File: src/rtl/change_dispenser_pkg.sv
// Shared types for the change dispenser: FSM states, money and tube widths.
// MONEY_W is the vending machine's money width as well.
package change_dispenser_pkg;
  localparam int MONEY_W = 12;
  localparam int CNT_W = 4;
  localparam int DEF_COIN1_VAL = 1;
  localparam int DEF_COIN2_VAL = 2;

  typedef enum logic [2:0] {
    S_IDLE,
    S_SELECT,
    S_PULSE,
    S_GAP,
    S_FINISH
  } state_t;

  typedef logic [MONEY_W-1:0] money_t;
  typedef logic [CNT_W-1:0] cnt_t;
endpackage

File: src/rtl/change_dispenser_tube.sv
// coin_tube_counter: saturating up/down tube inventory counter.
// A load coincident with an eject cancels out.
import change_dispenser_pkg::*;

module coin_tube_counter #(
  parameter int DEPTH = 15,
  parameter int INIT  = 0
) (
  input  logic             clk,
  input  logic             rst,
  input  logic             load,
  input  logic             eject,
  output logic [CNT_W-1:0] cnt
);

  always_ff @(posedge clk or posedge rst) begin
    if (rst) begin
      cnt <= CNT_W'(INIT);
    end else if (load && !eject) begin
      if (cnt < CNT_W'(DEPTH))
        cnt <= cnt + 1'b1;
    end else if (eject && !load) begin
      if (cnt != '0)
        cnt <= cnt - 1'b1;
    end
  end

endmodule

File: src/rtl/change_dispenser.sv
// change_dispenser: greedy two-tube coin payout with timed ejector pulses.
// Define CHANGE_INV_EN for tube inventory tracking; otherwise tubes are unlimited.
import change_dispenser_pkg::*;

module change_dispenser #(
  parameter int COIN1_VAL    = DEF_COIN1_VAL,
  parameter int COIN2_VAL    = DEF_COIN2_VAL,
  parameter int PULSE_CYCLES = 2,
  parameter int GAP_CYCLES   = 2,
  parameter int TUBE_DEPTH   = 15,
  parameter int TUBE_INIT    = 0
) (
  input  logic               clk,
  input  logic               rst,
  input  logic               start,
  input  logic [MONEY_W-1:0] amount,
  input  logic               load1,
  input  logic               load2,
  output logic               coin1_out,
  output logic               coin2_out,
  output logic               busy,
  output logic               done,
  output logic               short,
  output logic [MONEY_W-1:0] remaining,
  output logic [CNT_W-1:0]   tube1_cnt,
  output logic [CNT_W-1:0]   tube2_cnt
);

  localparam money_t C1 = MONEY_W'(COIN1_VAL);
  localparam money_t C2 = MONEY_W'(COIN2_VAL);
  localparam logic [15:0] P_LAST = 16'(PULSE_CYCLES - 1);
  localparam logic [15:0] G_LAST = 16'(GAP_CYCLES - 1);

  state_t      state_q, state_d;
  logic [15:0] tmr_q, tmr_d;
  logic        sel2_q, sel2_d;
  money_t      rem_d;
  logic        coin1_d, coin2_d;
  logic        busy_d, done_d, short_d;
  logic        ej1, ej2;
  logic        avail1, avail2;
  logic        short_c;

`ifdef CHANGE_INV_EN
  coin_tube_counter #(
    .DEPTH(TUBE_DEPTH),
    .INIT (TUBE_INIT)
  ) u_tube1 (
    .clk  (clk),
    .rst  (rst),
    .load (load1),
    .eject(ej1),
    .cnt  (tube1_cnt)
  );

  coin_tube_counter #(
    .DEPTH(TUBE_DEPTH),
    .INIT (TUBE_INIT)
  ) u_tube2 (
    .clk  (clk),
    .rst  (rst),
    .load (load2),
    .eject(ej2),
    .cnt  (tube2_cnt)
  );

  assign avail1  = tube1_cnt != '0;
  assign avail2  = tube2_cnt != '0;
  assign short_c = remaining != '0;
`else
  logic unused_inv;

  assign tube1_cnt  = CNT_W'(TUBE_DEPTH);
  assign tube2_cnt  = CNT_W'(TUBE_DEPTH);
  assign avail1     = 1'b1;
  assign avail2     = 1'b1;
  // Only a sub-coin residue can be left over with unlimited tubes.
  assign short_c    = (remaining != '0) && (remaining < C1);
  assign unused_inv = ^{load1, load2, ej1, ej2, 32'(TUBE_INIT)};
`endif

  always_comb begin
    state_d = state_q;
    tmr_d   = tmr_q;
    sel2_d  = sel2_q;
    rem_d   = remaining;
    coin1_d = 1'b0;
    coin2_d = 1'b0;
    busy_d  = busy;
    done_d  = 1'b0;
    short_d = 1'b0;
    ej1     = 1'b0;
    ej2     = 1'b0;
    unique case (state_q)
      S_IDLE: begin
        if (start) begin
          rem_d   = amount;
          busy_d  = 1'b1;
          state_d = S_SELECT;
        end
      end
      S_SELECT: begin
        tmr_d = '0;
        if (remaining >= C2 && avail2) begin
          sel2_d  = 1'b1;
          coin2_d = 1'b1;
          state_d = S_PULSE;
        end else if (remaining >= C1 && avail1) begin
          sel2_d  = 1'b0;
          coin1_d = 1'b1;
          state_d = S_PULSE;
        end else begin
          done_d  = 1'b1;
          short_d = short_c;
          state_d = S_FINISH;
        end
      end
      S_PULSE: begin
        if (tmr_q == P_LAST) begin
          tmr_d   = '0;
          rem_d   = remaining - (sel2_q ? C2 : C1);
          ej1     = !sel2_q;
          ej2     = sel2_q;
          state_d = S_GAP;
        end else begin
          tmr_d   = tmr_q + 16'd1;
          coin1_d = !sel2_q;
          coin2_d = sel2_q;
        end
      end
      S_GAP: begin
        if (tmr_q == G_LAST) begin
          tmr_d   = '0;
          state_d = S_SELECT;
        end else begin
          tmr_d = tmr_q + 16'd1;
        end
      end
      S_FINISH: begin
        busy_d  = 1'b0;
        state_d = S_IDLE;
      end
      default: state_d = S_IDLE;
    endcase
  end

  always_ff @(posedge clk or posedge rst) begin
    if (rst) begin
      state_q   <= S_IDLE;
      tmr_q     <= '0;
      sel2_q    <= 1'b0;
      remaining <= '0;
      coin1_out <= 1'b0;
      coin2_out <= 1'b0;
      busy      <= 1'b0;
      done      <= 1'b0;
      short     <= 1'b0;
    end else begin
      state_q   <= state_d;
      tmr_q     <= tmr_d;
      sel2_q    <= sel2_d;
      remaining <= rem_d;
      coin1_out <= coin1_d;
      coin2_out <= coin2_d;
      busy      <= busy_d;
      done      <= done_d;
      short     <= short_d;
    end
  end

endmodule

File: config.mk
export PLATFORM = sky130hd
export DESIGN_NAME = change_dispenser
export DESIGN_NICKNAME = d
export VERILOG_FILES = /design/src/rtl/change_dispenser_pkg.sv /design/src/rtl/change_dispenser_tube.sv /design/src/rtl/change_dispenser.sv
export SDC_FILE = /design/constraint.sdc
export NUM_CORES = 1
export LEC_CHECK = 0
export ABC_AREA = 1
export CAP_MARGIN = 20
export CORE_MARGIN = 2
export CORE_UTILIZATION = 48
export CTS_CLUSTER_DIAMETER = 40
export DETAILED_ROUTE_END_ITERATION = 10
export PLACE_DENSITY_LB_ADDON = 0.3
export SYNTH_ARGS = -nofsm -noshare
export SYNTH_HDL_FRONTEND = slang
export SYNTH_SLANG_ARGS = --single-unit
File: constraint.sdc
create_clock -name clk -period 1.5 [get_ports clk]
set_input_delay 0.225 -clock clk [delete_from_list [all_inputs] [get_ports clk]]
set_output_delay 0.225 -clock clk [all_outputs]
set_load 0.05 [all_outputs]
==> results of run 1 <==
registers in the layout, summed over array words and instances (netlist names):
register   cells
busy           1
done           1
short          1
coin2_out      1
tmr_q         16
remaining     12
coin1_out      1
sel2_q         1
state_q        3
cells in the mapped netlist:
master / n / area share
a21oi_1: 4 / 0.0084
a21oi_4: 1 / 0.0068
buf_2: 3 / 0.0063
buf_4: 8 / 0.025
buf_6: 1 / 0.0047
clkbuf_1: 1 / 0.0016
conb_1: 2 / 0.0031
dfrtp_1: 37 / 0.39
fa_1: 1 / 0.0084
ha_1: 4 / 0.021
inv_1: 37 / 0.058
inv_2: 4 / 0.0063
nand2_1: 107 / 0.17
nand2_2: 2 / 0.0052
nand2_4: 1 / 0.0047
nand3_1: 34 / 0.071
nand3_2: 2 / 0.0084
nand4_1: 8 / 0.021
nor2_1: 37 / 0.058
nor2_2: 4 / 0.010
nor2_4: 2 / 0.0094
nor3_1: 7 / 0.015
o21ai_0: 17 / 0.036
o21ai_1: 4 / 0.0084
o21ai_2: 1 / 0.0037
o21bai_1: 1 / 0.0031
o22ai_1: 6 / 0.016
o31ai_1: 1 / 0.0031
or2_0: 1 / 0.0026
xnor2_1: 1 / 0.0037
xor2_1: 4 / 0.015
timing repair:
item / 4_1_cts / 5_1_grt
setup endpoints to repair: 17 / 23
resized for setup: 18 / 41
gates cloned: 1 / 1
buffers inserted: 0 / 7
pin swaps: 7 / 15
cell type report:
cell class,instances,area [um2]
Clock buffer,6,72.57
Clock inverter,2,15.01
Fill cell,364,1277
Inverter,41,153.9
Multi-Input combinational cell,261,1514
Sequential cell,37,929.6
Tap cell,67,83.83
Timing Repair Buffer,68,708.2
metal layers:
metal,wire length [um],vias to the layer above
met2,3224,71
li1,-,1225
met1,2596,1213
met5,0,-
met3,302,14
met4,158,0
path summary, 6_finish.rpt:
| check | start | to | slack [ps] |
|---|---|---|---|
| setup / recovery | sel2_q | remaining[4] | -70 |
| hold / removal | rst | tmr_q[8] | 210 |
| setup reg to reg | sel2_q | remaining[4] | -70 |
| hold reg to reg | busy | busy | 600 |
| max in group asynchronous | rst | tmr_q[12] | 780 |
| min in group clk | amount[6] | remaining[6] | 550 |
kinds of logic after synthesis:
kind of cell,Yosys count,share of synthesized area
xor+xnor,5,0.01834
buf+inv,54,0.1022
other cells,2,0.003146
fa+ha+maj,5,0.02935
flops,37,0.3878
compound gates,35,0.08491
simple gates,205,0.3742
where the power goes:
group	leakage [nW]	total (mW)	internal, mW	switching (mW)
Sequential	0.475	1.55	1.27	0.283
Clock	0.0374	0.729	0.328	0.401
Combinational	1.15	4.73	1.97	2.76
through the flow:
stage,power (mW),std cells
floorplan,3.973,350
global placement,5.535,465
detailed placement,5.613,465
CTS,6.521,474
global route,7.513,482
finish,7.008,482
worst register-to-register path, cell delays in order, from the launching register on:
cell and delay, ps:
dfrtp_1 360, inv_2 60, ha_4 160, fa_2 410, nand2_4 100, buf_4 110
nand2_1 50, nand2_1 70, o21ai_1 70, o21ai_2 110
==> out/qor.csv, run 1 <==
metric,value,unit
status,finished with violations,
violated checks,setup timing,
ratio of final minimum period to clock period,1.047,
H-tree depth,2,
Reg2Reg Depth,9,
Final Hold Viols,0,
number of global-route vias before repair,2294,
post-route minimum period,1570,ps
Worst-Skew Late Latency,310,ps
Post-Synthesis Cells,343,
"most common cell after layout, fill and taps aside",nand2_1,
port bufs,31,
number of distinct library cells after synthesis,31,
initial antenna violation count,0,
final core utilization,0.7313,
routed len/inst,13.03,um
CP top delay family,adder cells,
pin count of the biggest net entering global routing,22,
MaxCap Viol Count,0,
Final Cell Area,3477,um2
setup_tns,-173.1,ps
first-pass GRT wire length,10120,um
synthesized area per cell,6.960,um2
"Req. time, crit path",1740,ps
Hold Buf Count CTS,0,
GRT Overall Usage,0.2375,
I/O Pins,42,
Most common cell on crit path,nand2_1,
CTS tree,yes,
dpl cell area,3098,um2
gr ovfl total,0,
Clock Sinks,37,
crit-path max cell delay,410,ps
max-slew violations,0,
ANT nets after route,0,
buffers plus inverters on the worst setup path,2,
RSZ-0062 raised after global routing,yes,
nets@finish,436,
final setup fails,4,
DR vias/cell,5.234,
P_leak,1.667,nW
Die Span X,74.53,um
Die ar.,5554,um2
P&R area growth vs syn,45.65,%
share of cells above drive strength 1,0.3036,
met1 Usage GRT,0.2918,
GR peak layer,met2,
met2 usage,0.4100,
hold_ws,214.7,ps
clk root buf,clkbuf_8,
WP depth,9,
Power Density,2015,nW/um2
fmax,0.6369,GHz
VDD IR max,0.001363,V
starting density of the core,0.5021,
dpl ws,-151.0,ps
Final WS setup,-70.04,ps
hpwl dp,4409,um
#FFs+latches synth,37,
First-pass DRT Iterations,4,
critical path type,reg2reg,
crit path launch type,flop,
"Critical Path, Cell by Cell",inv_2 -> ha_4 -> fa_2 -> nand2_4 -> buf_4 -> nand2_1 -> nand2_1 -> o21ai_1 -> o21ai_2,
synthesized cell area,2387,um2
register area share after synthesis,0.3878,
Die Y,74.53,um
Initial DRC Count,161,
drc violations,0,
vias,2523,
clock skew,14.02,ps
Worst Hold Class,in2async,
Yosys warnings,0,
placement row count,25,
Core Box Area,4755,um2
GR Layer Usage met3,0.04201,
most frequent cells in the layout,"95 x nand2_1, 41 x buf_4, 34 x dfrtp_1",
Worst Setup End Kind,flop,
Worst-path clk slew,90,ps
Worst path slowest cell,fa_2,
Critical Path Fanout Max,5,
Num CTS Buffers,5,
Post-Route WL,6281,um
Critical Path AT,1810,ps
number of diodes,0,
clk buf depth,2,
Placer Congestion,0.9406,
Note: power is estimated with default switching activity, not from simulation.
==> run 2: changes to the inputs <==
--- a/config.mk
+++ b/config.mk
@@ -8,9 +8,10 @@
 export ABC_AREA = 1
 export CAP_MARGIN = 20
 export CORE_MARGIN = 2
-export CORE_UTILIZATION = 48
+export CORE_UTILIZATION = 45
 export CTS_CLUSTER_DIAMETER = 40
 export DETAILED_ROUTE_END_ITERATION = 10
+export GPL_TIMING_DRIVEN = 0
 export PLACE_DENSITY_LB_ADDON = 0.3
 export SYNTH_ARGS = -nofsm -noshare
 export SYNTH_HDL_FRONTEND = slang
==> run 2 against run 1 <==
Clock power about the same; global-route usage down 2.6 points; sequential power up 5%; clock skew down 5.2 ps; sequential share of layout area up 2.3 points; combinational power down 18%; worst hold slack better by 180 ps; the run still ends with setup timing left; power down 11%; via count down 5.2%.
==> out/qor.csv, run 2 (synthesized netlist as in run 1, its figures left out) <==
metric,value,unit,change
status,finished with violations,,unchanged
violated checks,setup timing,,unchanged
routed len/inst,12.81,um,was 13.03 um
dpl ws,-282.9,ps,was -151.0 ps
Reg-to-Reg End,remaining[10],,was remaining[4]
Core Box Area,5107,um2,was 4755 um2
met1 Usage GRT,0.2864,,was 0.2918
Tot Pwr,6.230,mW,was 7.008 mW
starting density of the core,0.4674,,was 0.5021
FF-to-FF Start,sel2_q,,unchanged
Critical Path AT,1780,ps,was 1810 ps
CTS tree,yes,,unchanged
Critical Path Fanout Max,5,,unchanged
number of diodes,0,,unchanged
Worst-Skew Late Latency,290,ps,was 310 ps
GR peak layer,met2,,unchanged
ratio of final minimum period to clock period,1.067,,was 1.047
Placer Congestion,0.8973,,was 0.9406
Reg2Reg Depth,11,,was 9
gr ovfl total,0,,unchanged
vias,2393,,was 2523
Largest regs,"tmr_q: 16 flops, remaining: 12 flops, state_q: 3 flops",,unchanged
placement row count,26,,was 25
Final Hold Viols,0,,unchanged
post-route minimum period,1601,ps,was 1570 ps
"most common cell after layout, fill and taps aside",nand2_1,,unchanged
clock skew,8.806,ps,was 14.02 ps
Hold Buf Count CTS,0,,unchanged
GR Layer Usage met3,0.03529,,was 0.04201
Post-Route WL,6084,um,was 6281 um
Die Span X,76.84,um,was 74.53 um
Max transition margin,0.4820,,
VDD IR max,0.001095,V,was 0.001363 V
hold_ws,398.1,ps,was 214.7 ps
final core utilization,0.6293,,was 0.7313
fmax,0.6247,GHz,was 0.6369 GHz
RSZ-0062 raised after global routing,yes,,unchanged
GRT Overall Usage,0.2110,,was 0.2375
clk root buf,clkbuf_8,,unchanged
number of global-route vias before repair,2172,,was 2294
dpl cell area,2846,um2,was 3098 um2
Num CTS Buffers,5,,unchanged
share of cells above drive strength 1,0.2321,,was 0.3036
Clock Sinks,37,,unchanged
Worst-path clk slew,80,ps,was 90 ps
most frequent cells in the layout,"100 x nand2_1, 33 x nand3_1, 32 x inv_1, 32 x dfrtp_1, 28 x nor2_1",,"was 95 x nand2_1, 41 x buf_4, 34 x dfrtp_1"
pin count of the biggest net entering global routing,38,,was 22
Placed Cells,451,,was 465
Setup crit start,sel2_q,,unchanged
hpwl dp,3974,um,was 4409 um
CP endpoint,remaining[10],,was remaining[4]
max reg flops,16,,unchanged
Initial DRC Count,149,,was 161
Final WS setup,-100.9,ps,was -70.04 ps
port bufs,31,,unchanged
critical path type,reg2reg,,unchanged
Final Cell Area,3214,um2,was 3477 um2
Die ar.,5904,um2,was 5554 um2
drc violations,0,,unchanged
First-pass DRT Iterations,4,,unchanged
DR vias/cell,5.038,,was 5.234
Worst Hold Class,in2async,,unchanged
final setup fails,5,,was 4
H-tree depth,2,,unchanged
worst-margin pin slew,775.8,ps,
initial antenna violation count,0,,unchanged
Worst Setup End Kind,flop,,unchanged
I/O Pins,42,,unchanged
clk buf depth,2,,unchanged
max-slew violations,0,,unchanged
met2 usage,0.3526,,was 0.4100
crit path launch type,flop,,unchanged
MaxCap Viol Count,0,,unchanged
ANT nets after route,0,,unchanged
setup_tns,-356.1,ps,was -173.1 ps
Die Y,76.84,um,was 74.53 um
Finished Layout Cells,475,,was 482
Power Density,1938,nW/um2,was 2015 nW/um2
nets@finish,426,,was 436
FF-to-FF setup slack,-100,ps,was -70 ps
P_leak,1.548,nW,was 1.667 nW
"Req. time, crit path",1680,ps,was 1740 ps
first-pass GRT wire length,10070,um,was 10120 um
Reg with most FFs,tmr_q,,unchanged
P&R area growth vs syn,34.64,%,was 45.65%
==> run 2: cell types whose count changed in the layout (fill, tap and decap cells not counted), sizes merged <==
cell           change
clkinvlp           -2
buf               -28
clkdlybuf4s15      +7
dlygate4sd2        +7
nand2              -1
clkbuf             +7
==> run 2: worst min path at each step <==
stage | end | slack [ps] | depth (start not counted)
detailed placement | state_q[2] | 510 | 1
finish | tmr_q[13] | 400 | 2
global placement | busy | 500 | 2
global route | tmr_q[5] | 490 | 2
floorplan | busy | 400 | 1
CTS | short | 440 | 2
==> run 2: final cells by class <==
cell class / instances / area (um2)
multi-input cells: 260 / 1424
repair buffers: 46 / 426.7
fillers: 458 / 1893
inverters: 41 / 156.4
plain buffers: 13 / 97.59
clock buffers: 8 / 90.09
flip-flops and latches: 37 / 932.1
well taps: 70 / 87.58
==> run 2: worst max-delay path, stage by stage (launching register included) <==
cell and delay [ps]:
dfrtp_1 380, inv_2 80, ha_4 170, fa_2 400
nand2_4 110, nor2_4 40, nand2_1 50, nand2_1 40
nand3_1 60, nand2_1 50, nand2_1 60, nand2_1 50
==> run 2: what timing repair did <==
| action | CTS | global route |
|---|---|---|
| pin swaps | 13 | 10 |
| cloned | 2 | 0 |
| buffers inserted | 10 | 4 |
| setup endpoints to repair | 31 | 39 |
| resized for setup | 50 | 31 |
==> run 2: layer usage <==
layer	share of wire	vias to the layer above
li1	-	1211
met1	0.48	1122
met2	0.47	54
met3	0.037	6
met4	0.010	0
met5	0	-
==> run 2: power breakdown <==
group          internal [mW]  total [mW]  switching (mW)
Sequential              1.27        1.63           0.359
Combinational           1.38        3.87            2.50
Clock                  0.375       0.729           0.354
==> run 3: changes to the inputs <==
--- a/config.mk
+++ b/config.mk
@@ -9,7 +9,7 @@
 export CAP_MARGIN = 20
 export CORE_MARGIN = 2
 export CORE_UTILIZATION = 45
-export CTS_CLUSTER_DIAMETER = 40
+export CTS_CLUSTER_DIAMETER = 80
 export DETAILED_ROUTE_END_ITERATION = 10
 export GPL_TIMING_DRIVEN = 0
 export PLACE_DENSITY_LB_ADDON = 0.3
==> results of run 3 <==
The final DEF is identical to that of run 2; final timing and power are the same.
